==> src/rtl/prog_dispatcher.sv <==
// Program launcher for the lab3 core: steps through a table of start addresses,
// pulses start for each entry, times each run and aborts on a hung program.
module prog_dispatcher #(
    parameter int ADDR_W    = 8,
    parameter int NUM_PROGS = 4,
    parameter int IDX_W     = 2,
    parameter int CNT_W     = 16,
    parameter logic [CNT_W-1:0] MAX_CYC = 16'd50000
) (
    input  logic              clock_i,
    input  logic              reset_i,
    input  logic              load_en_i,
    input  logic [IDX_W-1:0]  load_idx_i,
    input  logic [ADDR_W-1:0] load_addr_i,
    input  logic              go_i,
    input  logic [IDX_W-1:0]  last_i,
    input  logic              cpu_done_i,
    output logic              cpu_start_o,
    output logic [ADDR_W-1:0] cpu_start_addr_o,
    output logic              busy_o,
    output logic [IDX_W-1:0]  prog_idx_o,
    output logic [CNT_W-1:0]  cycles_o,
    output logic              cycles_valid_o,
    output logic              timeout_o,
    output logic              all_done_o
);

    typedef enum logic [2:0] {
        IDLE   = 3'd0,
        LAUNCH = 3'd1,
        BLANK  = 3'd2,
        RUN    = 3'd3,
        REPORT = 3'd4,
        FIN    = 3'd5
    } state_t;

    state_t            state_r;
    logic [ADDR_W-1:0] table_r [NUM_PROGS];
    logic [IDX_W-1:0]  idx_r;
    logic [IDX_W-1:0]  last_r;
    logic [CNT_W-1:0]  cnt_r;

    logic              cpu_start_r;
    logic [ADDR_W-1:0] start_addr_r;
    logic              busy_r;
    logic [IDX_W-1:0]  prog_idx_r;
    logic [CNT_W-1:0]  cycles_r;
    logic              cycles_valid_r;
    logic              timeout_r;
    logic              all_done_r;

    logic [ADDR_W-1:0] first_addr_s;
    logic [IDX_W-1:0]  next_idx_s;
    logic [CNT_W-1:0]  cnt_plus_s;

    // A table write to entry 0 in the same cycle as go must be launched with the new value
    always_comb begin
        first_addr_s = table_r[0];
        if (load_en_i && (load_idx_i == {IDX_W{1'b0}})) begin
            first_addr_s = load_addr_i;
        end else begin
            first_addr_s = table_r[0];
        end
    end

    assign next_idx_s = idx_r + {{(IDX_W-1){1'b0}}, 1'b1};
    assign cnt_plus_s = cnt_r + {{(CNT_W-1){1'b0}}, 1'b1};

    // Sequencer FSM with all outputs registered on the transition into each state
    always_ff @(posedge clock_i) begin
        if (reset_i) begin
            state_r        <= IDLE;
            for (int i = 0; i < NUM_PROGS; i++) begin
                table_r[i] <= {ADDR_W{1'b0}};
            end
            idx_r          <= {IDX_W{1'b0}};
            last_r         <= {IDX_W{1'b0}};
            cnt_r          <= {CNT_W{1'b0}};
            cpu_start_r    <= 1'b0;
            start_addr_r   <= {ADDR_W{1'b0}};
            busy_r         <= 1'b0;
            prog_idx_r     <= {IDX_W{1'b0}};
            cycles_r       <= {CNT_W{1'b0}};
            cycles_valid_r <= 1'b0;
            timeout_r      <= 1'b0;
            all_done_r     <= 1'b0;
        end else begin
            cpu_start_r    <= 1'b0;
            cycles_valid_r <= 1'b0;
            all_done_r     <= 1'b0;
            case (state_r)
                IDLE: begin
                    if (load_en_i) begin
                        table_r[load_idx_i] <= load_addr_i;
                    end
                    if (go_i) begin
                        idx_r        <= {IDX_W{1'b0}};
                        last_r       <= last_i;
                        timeout_r    <= 1'b0;
                        cpu_start_r  <= 1'b1;
                        start_addr_r <= first_addr_s;
                        prog_idx_r   <= {IDX_W{1'b0}};
                        busy_r       <= 1'b1;
                        state_r      <= LAUNCH;
                    end else begin
                        busy_r       <= 1'b0;
                    end
                end
                LAUNCH: begin
                    cnt_r   <= {CNT_W{1'b0}};
                    state_r <= BLANK;
                end
                // done is deliberately ignored here so a stale done from the previous run is dropped
                BLANK: begin
                    state_r <= RUN;
                end
                RUN: begin
                    cnt_r <= cnt_plus_s;
                    if (cpu_done_i) begin
                        cycles_r       <= cnt_plus_s;
                        cycles_valid_r <= 1'b1;
                        state_r        <= REPORT;
                    end else if (cnt_plus_s == MAX_CYC) begin
                        cycles_r       <= MAX_CYC;
                        timeout_r      <= 1'b1;
                        cycles_valid_r <= 1'b1;
                        state_r        <= REPORT;
                    end else begin
                        state_r        <= RUN;
                    end
                end
                REPORT: begin
                    if (timeout_r || (idx_r == last_r)) begin
                        all_done_r   <= 1'b1;
                        state_r      <= FIN;
                    end else begin
                        idx_r        <= next_idx_s;
                        prog_idx_r   <= next_idx_s;
                        cpu_start_r  <= 1'b1;
                        start_addr_r <= table_r[next_idx_s];
                        state_r      <= LAUNCH;
                    end
                end
                FIN: begin
                    busy_r  <= 1'b0;
                    state_r <= IDLE;
                end
                default: begin
                    busy_r  <= 1'b0;
                    state_r <= IDLE;
                end
            endcase
        end
    end

    assign cpu_start_o      = cpu_start_r;
    assign cpu_start_addr_o = start_addr_r;
    assign busy_o           = busy_r;
    assign prog_idx_o       = prog_idx_r;
    assign cycles_o         = cycles_r;
    assign cycles_valid_o   = cycles_valid_r;
    assign timeout_o        = timeout_r;
    assign all_done_o       = all_done_r;

endmodule

==> config.mk <==
export PLATFORM = sky130hd
export DESIGN_NAME = prog_dispatcher
export DESIGN_NICKNAME = d
export VERILOG_FILES = /design/src/rtl/prog_dispatcher.sv
export SDC_FILE = /design/constraint.sdc
export NUM_CORES = 1
export LEC_CHECK = 0
export CAP_MARGIN = 20
export CORE_UTILIZATION = 28
export CTS_CLUSTER_SIZE = 14
export DETAILED_ROUTE_END_ITERATION = 7
export PLACE_DENSITY_LB_ADDON = 0.05
export SYNTH_ARGS = -nofsm -noshare
export SYNTH_HDL_FRONTEND = slang
export SYNTH_SLANG_ARGS = --single-unit
==> constraint.sdc <==
create_clock -name clock_i -period 2.9 [get_ports clock_i]
set_input_delay 0.58 -clock clock_i [delete_from_list [all_inputs] [get_ports clock_i]]
set_output_delay 0.58 -clock clock_i [all_outputs]
set_load 0.005 [all_outputs]
## Word level (Yosys, flattened, before mapping)

Memory sizes are Yosys's and may differ from the RTL's.
Cells that the tools add are included.
Widths: inputs -> output; s select.

| cells by class | value |
|---|---|
| multipliers | 0 |
| reductions and logical operators | 16 |
| order comparisons | 0 |
| shift operators | 0 |
| bitwise operators | 2 |
| equality and inequality tests | 10 |
| div/mod/pow operators | 0 |
| mux-type cells | 35 |
| add/subtract/negate cells | 2 |

Operators with widths:

| cell | count |
|---|---|
| $mux 16 | 2 |
| $mux 8 | 4 |
| $pmux 16 s2 | 1 |
| $add 16x1->16 const B | 1 |
| $eq 16x16->1 const B | 1 |
| $pmux 8 s2 | 1 |
| $mux 1 | 15 |
| $pmux 3 s5 | 1 |
| $mux 3 | 4 |
| $ne 2x2->1 const B | 4 |
| $reduce_bool 2->1 | 4 |
| $reduce_or 8->1 | 1 |
| $eq 3x2->1 const B | 2 |
| $mux 2 | 3 |
| $pmux 1 s2 | 3 |
| $pmux 2 s2 | 1 |
| $reduce_and 2->1 | 2 |
| $reduce_and 4->1 | 1 |
| $reduce_or 2->1 | 2 |
| $reduce_or 4->1 | 1 |
| $eq 3x1->1 const B | 1 |
| $eq 3x3->1 const B | 1 |
| $logic_not 3->1 | 1 |
| $reduce_and 3->1 | 1 |
| other kinds (6) | 7 |

| storage, ports and cells | value |
|---|---|
| memories | 1 |
| bits in read-only memories | 0 |
| register bits | 52 |
| logic and storage cells | 77 |
| input port bits | 17 |
| memory bits (writable) | 32 |
| latch bits | 0 |

Memories:

| name | words | bits a word | read ports | clocked after Yosys merged registers in | wr ports | line | text |
|---|---|---|---|---|---|---|---|
| table_r | 4 | 8 | 2 | 0 | 4 | 38 | `logic [ADDR_W-1:0] table_r [NUM_PROGS];` |

## Depth between registers and ports, before layout

| logic depth | value |
|---|---|
| depth in word-level cells | 6 |
| mapped depth | 8 |

## Worst setup path after synthesis

Ideal clock, no wire load.

| timing | value |
|---|---|
| path type | flip-flop to flip-flop |
| from | register cnt_r[0] |
| to | register cycles_r[4] (netlist: cycles_o[4]) |
| setup slack | 0.873 ns |
| data arrival time | 1.905 ns |
| data required time | 2.778 ns |
| setup time | 0.122 ns |
| buffers on the path | 0 |
| stages on the path, launching flop included | 8 |
| cells stage by stage | dfxtp_1 ha_1 and4_1 nand4_1 mux2i_1 o2111ai_1 nor2_2 o311a_1 |

| on the way | value |
|---|---|
| longest elaborated chain between the ends | 4 |
| elaborated cells between the ends (all ways) | 5 |
| those cells by class | add/sub: 1; eq/ne: 1; mux: 1; reduce/logical: 2 |

Ends and longest elaborated chain:

| what | line | text |
|---|---|---|
| start, declared | 41 | `logic [CNT_W-1:0] cnt_r;` |
| start signal, assigned | 78 | `cnt_r <= {CNT_W{1'b0}};` |
| start signal, assigned | 110 | `cnt_r <= {CNT_W{1'b0}};` |
| start signal, assigned | 118 | `cnt_r <= cnt_plus_s;` |
| $add 16x1->16 * | 67 | `assign cnt_plus_s = cnt_r + {{(CNT_W-1){1'b0}}, 1'b1};` |
| $eq 16x16->1 | 123 | `end else if (cnt_plus_s == MAX_CYC) begin` |
| $reduce_bool 2->1 (no source line) | n/a |  |
| $reduce_and 2->1 (no source line) | n/a |  |
| end signal, assigned | 83 | `cycles_r <= {CNT_W{1'b0}};` |
| end signal, assigned | 120 | `cycles_r <= cnt_plus_s;` |
| end, declared | 47 | `logic [CNT_W-1:0] cycles_r;` |

Every way passes the cells marked *; elsewhere a longest branch is shown, timed or not.
A chain may end at the register's enable or synchronous reset.

## Worst setup path after layout

Ends and elaborated chain as after synthesis.

==> results by group <==
Drt
  – DRC violations left: 0
  – Pre-antenna DRT Iters: 4
  – Routed Antenna Nets: 0
  – Final wirelength: 12700 um
  – Via count: approximately 3600
  – First DRT Iteration DRCs: roughly 190
  – Vias per cell: 4.94
  – Wire per inst: approximately 18 um

Status
  – Outcome: finished, final reports clean

Die
  – Core footprint: between 15000 and 20000 um2
  – Chip width: 127 um
  – Row cnt: 45
  – Chip height: 127 um
  – Starting Density: between 20 and 30%
  – I/O Pins: 48
  – Die area: around 16000 um2

Clock tree
  – Clock Sinks: 84
  – CTS max path bufs: 2
  – Hold-fix buffer count after cts: 0
  – Post-CTS Setup Bufs: 0
  – CTS clock-pin slew for the worst setup and hold paths: 0.07 ns
  – H-Tree Depth: 3
  – Number of gates resized after cts: 0
  – TritonCTS clock tree: yes
  – Clk_lat worst skew: 0.35 ns
  – CTS Root Cell: clkbuf_16
  – Inserted Clock Buffers: 9

STA
  – Hold WS: ~0.46 ns
  – Max Transition Viols Final: 0
  – Slew HR: 47.4%
  – Setup violations, final: 0
  – RSZ-0062 raised after global routing: no
  – Clock Skews: 0.00806 ns
  – Least-Margin Pin Slew: 0.784 ns
  – Final period utilization: 82.4%
  – Max Fclk: 419 MHz
  – Period minus WS final: roughly 2.4 ns
  – Post-route setup TNS: 0 ns
  – Final Hold Viols: 0
  – Final WS setup: around 0.51 ns

Place
  – Placement Cell Area: between 5000 and 6000 um2
  – Placed insts: between 700 and 800
  – Detail Placement HPWL: approximately 9000 um
  – I/O Buffers: 47
  – GPL Wtd Cong: 0.784
  – Post-place setup slack: about 0.39 ns

Synth
  – Synthesis Warnings: 0
  – Syn Inst Count: 465
  – Sequential element share of the synthesized area: a little under half
  – Number of synthesized flops with an enable pin: 32
  – Synth unique cells: 62
  – Synth Cell Area: 4380 um2
  – Mapped Nets: between 400 and 500
  – Syn Area/Cell: approximately 9.4 um2
  – Top FF cell, synth: dfxtp_1
  – Yosys reg bits: between 80 and 90
  – Asr flop ratio synth: 0%

Critical path
  – Reg2reg end: cycles_o[4]$_SDFFE_PP0P_
  – CP Capture Type: flip-flop
  – Reg-to-reg slack, setup: about 0.51 ns
  – CP startpoint kind: flip-flop
  – Worst path cell trace: ha_1 -> and4_1 -> nand4_1 -> mux2i_1 -> o2111ai_1 -> nor2_2 -> o311a_1
  – Worst R2R Start: cnt_r[0]$_SDFFE_PP0P_
  – Required @ worst endpoint: approximately 3.1 ns
  – Slowest CP cell: dfxtp_1
  – Worst path depth: 7
  – Data arrival, critical path: 2.63 ns
  – Worst Reg-to-Reg Cells: 7
  – Slowest stage delay, CP: between 0.4 and 0.5 ns
  – CP delay by family, top: compound AO/OA/AOI/OAI gates
  – Critical path peak fanout: 6
  – CP Class: flip-flop to flip-flop
  – CP Buf/Inv Count: 0

Worst hold path
  – Hold Startpoint: cpu_start_addr_o[1]$_SDFFE_PP0P_
  – Hold Path Sink: cpu_start_addr_o[1]$_SDFFE_PP0P_
  – Min-Delay Path Class: flip-flop to flip-flop
  – Worst hold path depth: 2

Power and ir drop
  – Sw Share: between 20% and 30%
  – P_int: slightly above 2 mW
  – Clock share of power: between 40% and 50%
  – Sequential share of power: between 40% and 50%
  – Pwr Total: 2.76 mW
  – Leak: 1.94 nW
  – Maximum vdd drop: between 0.2 and 0.3 mV
  – Net Sw Power: 0.720 mW
  – Comb power frac: between 10% and 20%
  – Power Density: ~500 nW/um2

Final layout
  – Fill cells: 1571
  – Post-Layout Cell Count: 724
  – Final net count: ~530
  – Diode count: 0
  – Util after Layout: 35.4%
  – Area Overhead vs Synth: 23.3%
  – Layout cell share with drive strength beyond 1: 12.7%
  – Post-route cell area: around 5400 um2

Global route
  – Largest net degree at the start of global routing: 31
  – GRT Resource Usage Total: roughly 17%
  – GR Overflow Total: 0
  – Number of global-route vias before repair: around 3500
  – First-pass GRT wire length: roughly 20000 um
  – Initial antenna violation count: 0

Flow run
  – Max_cap viols: 0
[power by group through the flow]
stage          Sequential (mW)  Combinational, mW  Clock [mW]
2_1_floorplan             1.34              0.164           0
3_3_place_gp              1.35              0.312           0
3_5_place_dp              1.35              0.311           0
4_1_cts                   1.33              0.313        1.16
5_1_grt                   1.33              0.342        1.22
6_report                  1.32              0.310        1.12
[routing by layer]
layer	vias to the layer above	track usage (%)	wire, um
li1	1778	-	-
met1	1712	25.4	6740
met2	67	23.4	5240
met3	16	3.35	492
met4	0	6.86	226
met5	-	0	0
[state kept, by name, indices dropped and copies added, names as in the netlist, 2 cells and up]
name / count
cnt_r: 16
cycles_o: 16
cpu_start_addr_o: 8
prog_idx_o: 2
table_r: 32
state_r: 3
last_r: 2
[kinds of logic (layout without fill, tap and decap cells)]
| group | Yosys count | count (layout) | synth area share, % |
|---|---|---|---|
| xor gates and xnor gates | 15 | 15 | 3.17 |
| and+or+nand+nor | 188 | 188 | 22.5 |
| adders and majority gates | 1 | 1 | 0.286 |
| muxes | 22 | 22 | 7.37 |
| buffers and inverters | 53 | 101 | 5.11 |
| AOI/OAI and AO/OA | 102 | 102 | 15.8 |
| DFF | 84 | 84 | 45.7 |
[worst register-to-register path, cell delays in order, from the launching register on]
cell and delay [ns]:
dfxtp_1 0.43, ha_1 0.27, and4_1 0.27, nand4_1 0.26, mux2i_1 0.22, o2111ai_1 0.40, nor2_2 0.13, o311a_1 0.30
[worst max path at each step]
stage,slack [ns],end,startpoint
6_report,0.51,cycles_o[4]$_SDFFE_PP0P_,cnt_r[0]$_SDFFE_PP0P_
5_1_grt,0.30,cycles_o[13]$_SDFFE_PP0P_,cnt_r[0]$_SDFFE_PP0P_
4_1_cts,0.49,cycles_o[13]$_SDFFE_PP0P_,cnt_r[3]$_SDFFE_PP0P_
3_5_place_dp,0.39,table_r[0][6]$_SDFFCE_PN0P_,load_idx_i[1]
3_3_place_gp,0.41,table_r[0][6]$_SDFFCE_PN0P_,load_idx_i[1]
2_1_floorplan,0.87,cycles_o[4]$_SDFFE_PP0P_,cnt_r[0]$_SDFFE_PP0P_
[cell usage after synthesis (all sizes together) (2+ instances only)]
library cell,count,area share [%]
nand2,54,4.6
dfxtp,52,24
nor2,43,3.7
edfxtp,32,22
a21oi,30,3.4
clkbuf,26,2.3
nor3,25,3.1
o21ai,17,1.9
inv,14,1.2
buf,13,1.6
o211ai,13,2.2
a22oi,12,2.1
mux2i,12,2.7
nand3,12,1.6
and2,11,1.6
xnor2,10,2.0
mux4,8,4.1
and3,7,1.0
nand4,7,1.3
nand2b,5,0.71
xor2,5,1.2
o31a,4,0.80
o31ai,4,0.69
or3,4,0.69
a21o,3,0.51
and4,3,0.60
nor2b,3,0.43
nor3b,3,0.51
nor4,3,1.1
o22a,3,0.60
a211o,2,0.40
a31oi,2,0.29
a41oi,2,0.40
mux2,2,0.51
o21a,2,0.34
o41ai,2,0.40
or2,2,0.29
or4b,2,0.46
[layout by cell type, fill, tap and decap left out, types with 7 or more instances in the layout]
cell type | Yosys | layout
buf_4 | 3 | 24
nand2_1 | 54 | 54
clkdlybuf4s50_1 | 0 | 46
nor3_1 | 24 | 24
a21oi_1 | 30 | 30
edfxtp_1 | 32 | 32
mux2i_1 | 12 | 12
mux4_2 | 8 | 8
o211ai_1 | 13 | 13
nor2_1 | 42 | 42
and3_1 | 7 | 7
dfxtp_1 | 52 | 52
and2_1 | 11 | 11
a22oi_1 | 12 | 12
inv_1 | 14 | 14
nand3_1 | 10 | 10
xnor2_1 | 10 | 10
o21ai_0 | 14 | 14
clkbuf_16 | 0 | 9
[final cells by class]
type                    count  area (um2)  area share, %
well taps                 211         264           4.89
clock inverters             6        45.0          0.834
multi-input cells         328        2150           39.9
inverters                  14        52.6          0.973
flip-flops and latches     84        2000           37.1
clock buffers              10         239           4.42
repair buffers             71         646           12.0
Note: power is estimated with default switching activity, not from simulation.
